<file path="src/rtl/uart_rx.sv">
// UART receiver: 2-flop synchronised rx, mid-bit sampling, one-deep output holding register.
// Define UART_RX_PARITY_EN to add a parity bit after the data bits (sense set by PARITY_ODD).
module uart_rx #(
  parameter int DATA_BITS    = 8,
  parameter int CLKS_PER_BIT = 16,
  parameter int PARITY_ODD   = 0
) (
  input  logic                 clk,
  input  logic                 rst_n,
  input  logic                 rx,
  input  logic                 en,
  output logic [DATA_BITS-1:0] data_out,
  output logic                 valid,
  input  logic                 ready,
  output logic                 frame_err,
  output logic                 parity_err,
  output logic                 overrun
);

  localparam int CW = $clog2(CLKS_PER_BIT);
  localparam int BW = $clog2(DATA_BITS + 1);
  localparam logic [CW-1:0] HALF_M1  = CW'(CLKS_PER_BIT / 2 - 1);
  localparam logic [CW-1:0] FULL_M1  = CW'(CLKS_PER_BIT - 1);
  localparam logic [BW-1:0] LAST_BIT = BW'(DATA_BITS - 1);

  if (DATA_BITS < 5 || DATA_BITS > 9) begin : g_bad_data_bits
    $error("uart_rx: DATA_BITS must be 5..9");
  end
  if (CLKS_PER_BIT < 4 || CLKS_PER_BIT > 65535 || (CLKS_PER_BIT % 2) != 0) begin : g_bad_cpb
    $error("uart_rx: CLKS_PER_BIT must be even, 4..65535");
  end
  if (PARITY_ODD < 0 || PARITY_ODD > 1) begin : g_bad_parity
    $error("uart_rx: PARITY_ODD must be 0 or 1");
  end

  typedef enum logic [2:0] {
    IDLE,
    START,
    DATA,
`ifdef UART_RX_PARITY_EN
    PARITY,
`endif
    STOP,
    BREAK
  } state_t;

  state_t                 state;
  logic                   rx_meta, rxs;
  logic [CW-1:0]          clk_cnt;
  logic [BW-1:0]          bit_cnt;
  logic [DATA_BITS-1:0]   shreg;
  logic                   done;
  logic                   ferr_q;
  logic                   perr_next;
  logic                   accept;

  always_ff @(posedge clk or negedge rst_n) begin
    if (!rst_n) begin
      rx_meta <= 1'b1;
      rxs     <= 1'b1;
    end else begin
      rx_meta <= rx;
      rxs     <= rx_meta;
    end
  end

`ifdef UART_RX_PARITY_EN
  localparam logic ODD = (PARITY_ODD != 0);
  logic pbit_q;
  assign perr_next = (((^shreg) ^ pbit_q) != ODD);
`else
  assign perr_next = 1'b0;
`endif

  // done is a one-cycle pulse the cycle after the stop sample; it drives the output register.
  always_ff @(posedge clk or negedge rst_n) begin
    if (!rst_n) begin
      state   <= IDLE;
      clk_cnt <= '0;
      bit_cnt <= '0;
      shreg   <= '0;
      done    <= 1'b0;
      ferr_q  <= 1'b0;
`ifdef UART_RX_PARITY_EN
      pbit_q  <= 1'b0;
`endif
    end else begin
      done <= 1'b0;
      if (!en) begin
        state   <= IDLE;
        clk_cnt <= '0;
        bit_cnt <= '0;
      end else begin
        case (state)
          IDLE: begin
            clk_cnt <= '0;
            bit_cnt <= '0;
            if (!rxs) state <= START;
          end
          START: begin
            if (clk_cnt == HALF_M1) begin
              clk_cnt <= '0;
              state   <= rxs ? IDLE : DATA;
            end else begin
              clk_cnt <= clk_cnt + 1'b1;
            end
          end
          DATA: begin
            if (clk_cnt == FULL_M1) begin
              clk_cnt <= '0;
              shreg   <= {rxs, shreg[DATA_BITS-1:1]};
              bit_cnt <= bit_cnt + 1'b1;
              if (bit_cnt == LAST_BIT) begin
`ifdef UART_RX_PARITY_EN
                state <= PARITY;
`else
                state <= STOP;
`endif
              end
            end else begin
              clk_cnt <= clk_cnt + 1'b1;
            end
          end
`ifdef UART_RX_PARITY_EN
          PARITY: begin
            if (clk_cnt == FULL_M1) begin
              clk_cnt <= '0;
              pbit_q  <= rxs;
              state   <= STOP;
            end else begin
              clk_cnt <= clk_cnt + 1'b1;
            end
          end
`endif
          STOP: begin
            if (clk_cnt == FULL_M1) begin
              clk_cnt <= '0;
              done    <= 1'b1;
              ferr_q  <= ~rxs;
              state   <= rxs ? IDLE : BREAK;
            end else begin
              clk_cnt <= clk_cnt + 1'b1;
            end
          end
          BREAK: begin
            if (rxs) state <= IDLE;
          end
          default: state <= IDLE;
        endcase
      end
    end
  end

  assign accept = valid && ready;

  // A completion can only land if the register is free or being emptied this cycle.
  always_ff @(posedge clk or negedge rst_n) begin
    if (!rst_n) begin
      data_out   <= '0;
      valid      <= 1'b0;
      frame_err  <= 1'b0;
      parity_err <= 1'b0;
      overrun    <= 1'b0;
    end else if (done) begin
      if (!valid || ready) begin
        data_out   <= shreg;
        frame_err  <= ferr_q;
        parity_err <= perr_next;
        valid      <= 1'b1;
        if (accept) overrun <= 1'b0;
      end else begin
        overrun <= 1'b1;
      end
    end else if (accept) begin
      valid   <= 1'b0;
      overrun <= 1'b0;
    end
  end

endmodule

</file>
<file path="config.mk">
export PLATFORM = sky130hd
export DESIGN_NAME = uart_rx
export DESIGN_NICKNAME = d
export VERILOG_FILES = /design/src/rtl/uart_rx.sv
export SDC_FILE = /design/constraint.sdc
export NUM_CORES = 1
export LEC_CHECK = 0
export CAP_MARGIN = 20
export CORE_MARGIN = 2
export CORE_UTILIZATION = 54
export CTS_BUF_LIST = sky130_fd_sc_hd__clkbuf_16
export DETAILED_ROUTE_END_ITERATION = 10
export GPL_ROUTABILITY_DRIVEN = 0
export GPL_TIMING_DRIVEN = 1
export PLACE_DENSITY = 0.88
export SLEW_MARGIN = 20
export SYNTH_ARGS = -nofsm -noshare
export SYNTH_HDL_FRONTEND = slang
export SYNTH_SLANG_ARGS = --single-unit
</file>
<file path="constraint.sdc">
create_clock -name clk -period 1.7 [get_ports clk]
set_input_delay 0.34 -clock clk [delete_from_list [all_inputs] [get_ports clk]]
set_output_delay 0.34 -clock clk [all_outputs]
set_load 0.01 [all_outputs]
</file>
== Yosys cells after proc, flatten, opt, wreduce, memory -nomap -nowiden ==
Index checks and enable logic that the tools add are counted.

* Output and inout bits: 12
* Input bits: 5
* Register bits after elaboration: 34
* Logic and storage cells: 69

* Muxes and demuxes: 26
* Equal/unequal tests: 16
* Bitwise logic cells: 1
* Add/subtract/negate cells: 2
* Reductions and logical operators: 12

{| class="wikitable"
|+ Operators by type and width
! kind !! number
|-
| two-way mux 3 bit || 8
|-
| two-way mux 4 bit || 5
|-
| != test 3 bit (second input constant) || 6
|-
| case mux 3 bit (5 select lines) || 1
|-
| case mux 4 bit (3 select lines) || 1
|-
| two-way mux 1 bit || 9
|-
| adder 4 x 1 -> 4 bit (second input constant) || 2
|-
| equality test 4 x 3 -> 1 bit (second input constant) || 2
|-
| case mux 4 bit (2 select lines) || 1
|-
| equality test 3 x 2 -> 1 bit (second input constant) || 2
|-
| AND reduction 2 bit || 3
|-
| AND reduction 3 bit || 2
|-
| AND reduction 6 bit || 1
|-
| equality test 4 bit (second input constant) || 1
|-
| != test 4 x 2 -> 1 bit (second input constant) || 1
|-
| equality test 3 x 1 -> 1 bit (second input constant) || 1
|-
| equality test 3 bit (second input constant) || 1
|-
| zero test 3 bit || 1
|-
| != test 3 x 1 -> 1 bit (second input constant) || 1
|-
| two-way mux 2 bit || 1
|-
| != test 2 x 1 -> 1 bit (second input constant) || 1
|-
| nonzero test 2 bit || 1
|-
| OR reduction 2 bit || 1
|-
| logical AND 1 bit || 1
|-
| other kinds (3) || 3
|}

== Longest topological paths before layout ==
Gate-level depths: netlist (run 1).

* Depth in word-level cells: 5
* Depth in mapped cells: 5
* Depth with buffers taken out: 5

== Worst setup path before layout (run 1) ==
No wires, ideal clock.

* Path kind: register -> register
* Start point: register state[0]
* End point: register shreg[0]
* Arrival: 1,339 ps
* Slack: 236 ps
* Library setup time: 125 ps
* Cell stages (with the launch flop): 5
* Path buffers: 1
* Data required time: 1,575 ps
* Clock period less this slack: 1,464 ps
* Cell sequence: dfrtp_1 > buf_2 > nand4bb_1 > nor2_4 > mux2_2

* Word-level cells in the longest chain between the ends: 2

{| class="wikitable"
|+ Ends and longest elaborated chain
! item !! line !! RTL
|-
| from (decl) || 47 || <nowiki>state_t state;</nowiki>
|-
| from (signal assigned) || 103 || <nowiki>state <= rxs ? IDLE : DATA;</nowiki>
|-
| from (signal assigned) || 140 || <nowiki>state <= rxs ? IDLE : BREAK;</nowiki>
|-
| equality test 3 x 2 -> 1 bit || 94 || <nowiki>case (state)</nowiki>
|-
| AND reduction 3 bit (no line) || -- ||
|-
| to (signal assigned) || 111 || <nowiki>shreg <= {rxs, shreg[DATA_BITS-1:1]};</nowiki>
|-
| to (decl) || 51 || <nowiki>logic [DATA_BITS-1:0] shreg;</nowiki>
|}

No other way between the ends.
A chain may end at the register's enable or synchronous reset.

== Worst setup path in the final report (run 1) ==
* Start point: input en
* End point: register shreg[2]

* Word-level cells in the longest chain between the ends: 1

{| class="wikitable"
|+ Ends and longest elaborated chain
! item !! line !! RTL
|-
| from (decl) || 11 || <nowiki>input logic en,</nowiki>
|-
| AND reduction 3 bit (no line) || -- ||
|}

No other way between the ends.

==> results.py, run 1 <==
metrics = {
    "sta": {
        "rsz0062_at_grt": "no",
        "max_freq_mhz": 621,
        "period_needed_ns": 1.61,
        "worst_slack_ns": 0.0895,
        "skew_ns": 0.00706,
        "period_share_pct": 94.7,
        "fin_tns_setup_ns": 0,
        "finalSetupViolations": 0,
        "hold_viol": 0,
        "slew_violations": 0,
    },
    "cts": {
        "root_buffer": "clkbuf_16",
        "clock_latency_ns": 0.28,
        "cts_tree": "yes",
        "cts-buffers-inserted": 5,
        "cts.clk_slew.worst_paths_ns": 0.05,
        "htree_levels": 2,
        "postCtsHoldBufs": 0,
        "clock-sinks": 34,
        "cts_buffer_depth": 2,
    },
    "synth": {
        "syn_area_mm2": 0.00149,
        "synth.most_common_cell": "dfrtp_1",
        "synth_area_leader_cell": "dfrtp_1",
        "synth-seq-cells": 34,
        "synthCells": 127,
        "synth_top_area_share_pct": 53.7,
        "syn-num-nets": 134,
        "yosysWarnings": 0,
        "synth_fa_ha_area_share_pct": 1.68,
        "synth_edf_count": 0,
        "ys_async_sr_fraction_pct": 100,
        "synth_mux_area_share_pct": 14.2,
        "synth.distinct_cells": 35,
        "synth_common_cells": "32 x dfrtp_1, 17 x mux2_2, 10 x nand2_1, 10 x o21ai_0, 7 x nor2_1",
        "syn_area_per_cell_um2": 11.7,
        "synth_compound_area_share_pct": 7.98,
        "synth-main-ff-cell": "dfrtp_1",
        "ys_seq_area_share_pct": 57.3,
        "yosys.area_share.simple_pct": 16.0,
        "yosys-top-cells-area": "dfrtp_1 54%, mux2_2 13%, dfstp_2 3.5%",
        "synth_top_family_by_area": "simple AND/OR/NAND/NOR gates",
        "synth_xor_area_share_pct": 0.588,
    },
    "detailed_routing": {
        "wl_um": 2990,
        "routed_via_density": 5.79,
        "drcViolationCount": 0,
        "num_vias": 1082,
        "drt-wirelength-per-cell_um": 16.0,
        "ant_nets": 0,
        "first_pass_iters": 4,
        "first_iter_violations": 37,
    },
    "worst_setup_path": {
        "crit_path_max_fanout": 5,
        "crit_chain": "clkdlybuf4s50_1 > nand4bb_1 > nor2_4 > mux2_2",
        "path_class": "primary input to flop",
        "worst_path_largest_cell_delay_ns": 0.48,
        "arrival_ns": 1.77,
        "cp.required_ns": 1.86,
        "startpoint": "en",
        "cp_top_family": "simple AND/OR/NAND/NOR gates",
        "cp_num_buf_inv": 1,
        "r2r_start": "state[2]",
        "cp-start-kind": "primary input",
        "crit_slowest_cell": "clkdlybuf4s50_1",
        "endpoint_kind": "flop",
    },
    "grt": {
        "grt_overflow": 0,
        "top_usage_layer": "met2",
        "met2_usage_pct": 33.1,
        "grt_use_met3_pct": 8.53,
        "grt_pass1_wl_um": 5150,
        "grt_use_met1_pct": 27.4,
        "antenna_found_initial": 0,
        "grt_start_max_net_pins": 35,
        "track_usage_pct": 21.7,
        "first_global_vias": 1085,
    },
    "place": {
        "post-dp-hpwl_um": 1910,
        "preCtsSetupSlack_ns": -0.151,
        "portBuffers": 15,
    },
    "min_path": {
        "hold_path.class": "flop to flop",
        "min_from": "rx_meta",
    },
    "floorplan": {
        "die_x_um": 56.5,
        "core_mm2": 0.00269,
        "std_cell_rows": 19,
        "io_pins": 17,
        "die-area_mm2": 0.00320,
        "start_util_pct": 55.5,
        "die-height_um": 56.5,
    },
    "job": {
        "drv_cap": 0,
    },
    "run_status": {
        "outcome": "complete, no violations",
    },
    "finish": {
        "fillers": 187,
        "drive_gt1_share_pct": 25.0,
        "seq_area_um2": 853,
        "diodes": 0,
        "multi_input_area_um2": 628,
        "nNetsFinal": 162,
        "final_util_pct": 71.2,
        "areaGrowthSynthToFinish_pct": 28.3,
    },
    "pwr": {
        "p_total_mw": 1.93,
        "powerDensity_mw_per_mm2": 1010,
        "p_leak_nw": 0.899,
        "peakVddDrop_mv": 1.19,
    },
}
[report_power, final]
part / internal, mW / total, mW / switching (mW) / leakage [nW]
Sequential: 0.823 / 0.830 / 0.00674 / 0.456
Combinational: 0.0405 / 0.0904 / 0.0500 / 0.361
Clock: 0.680 / 1.01 / 0.326 / 0.0826
Total: 1.54 / 1.93 / 0.383 / 0.899
[cells by family after synthesis]
kind of cell | count (synthesis)
AOI/OAI and AO/OA | 21
and+or+nand+nor | 43
adders and majority gates | 2
xor gates and xnor gates | 1
muxes | 19
other | 1
DFF | 34
buffers and inverters | 6
[placed cells by master, fill, tap and decap left out, types with 3 or more instances in the layout]
master           instances
a21oi_1                  4
buf_4                   10
clkbuf_16                5
clkdlybuf4s50_1         15
dfrtp_1                 32
mux2_2                  17
nand2_1                 10
nand2b_1                 3
nand3_1                  4
nor2_1                   7
nor2b_1                  3
o21ai_0                 10
[layout make-up]
cell class	count	share of cell area, %
sequential	34	44.6
multi-input combinational	88	32.9
tap	31	2.03
timing repair buffer	25	11.8
clock buffer	5	6.54
clock inverter	3	1.96
inverter	1	0.196
[state kept, by name, summed over array words and instances (netlist names)]
signal     flops
ferr_q         1
clk_cnt        4
state          3
data_out       8
valid          1
rxs            1
done           1
bit_cnt        4
overrun        1
frame_err      1
rx_meta        1
shreg          8
[per-layer routing]
layer	routed length [um]	part of all wire (%)	vias to the layer above
met1	1260	42	542
met3	116	3.9	10
met4	78	2.6	0
met2	1540	51	26
met5	0	0	-
li1	-	-	504
[final timing paths]
path | endpoint | slack [ns] | cells past startpoint
max in group asynchronous | rxs | 0.90 | 2
setup reg to reg | shreg[2] | 0.12 | 3
hold / removal | rxs | 0.36 | 0
setup / recovery | shreg[2] | 0.09 | 4
min in group asynchronous | bit_cnt[1] | 0.46 | 2
hold reg to reg | rxs | 0.36 | 0
[timing repair]
action	4_1_cts	5_1_grt
setup buffers	0	1
setup endpoints to repair	0	9
resized for setup	0	3
[metrics by stage]
stage,hold slack (ns),area (um2),std cells
2_1_floorplan,0.0444,1490,127
3_3_place_gp,0.346,1720,177
3_5_place_dp,0.350,1720,177
4_1_cts,0.363,1880,185
5_1_grt,0.363,1910,187
6_report,0.358,1910,187
[worst reg2reg max path, stage by stage, from the launching register on]
cell	delay [ns]
dfrtp_1	0.42
nand4bb_1	0.38
nor2_4	0.29
mux2_2	0.36
No activity file was read; power rests on OpenSTA's default activity.
==> run 2: changes to the inputs <==
SLEW_MARGIN = unset   (was 20)
==> results of run 2 <==
No change in the layout: final DEF, timing and power equal those of run 1.
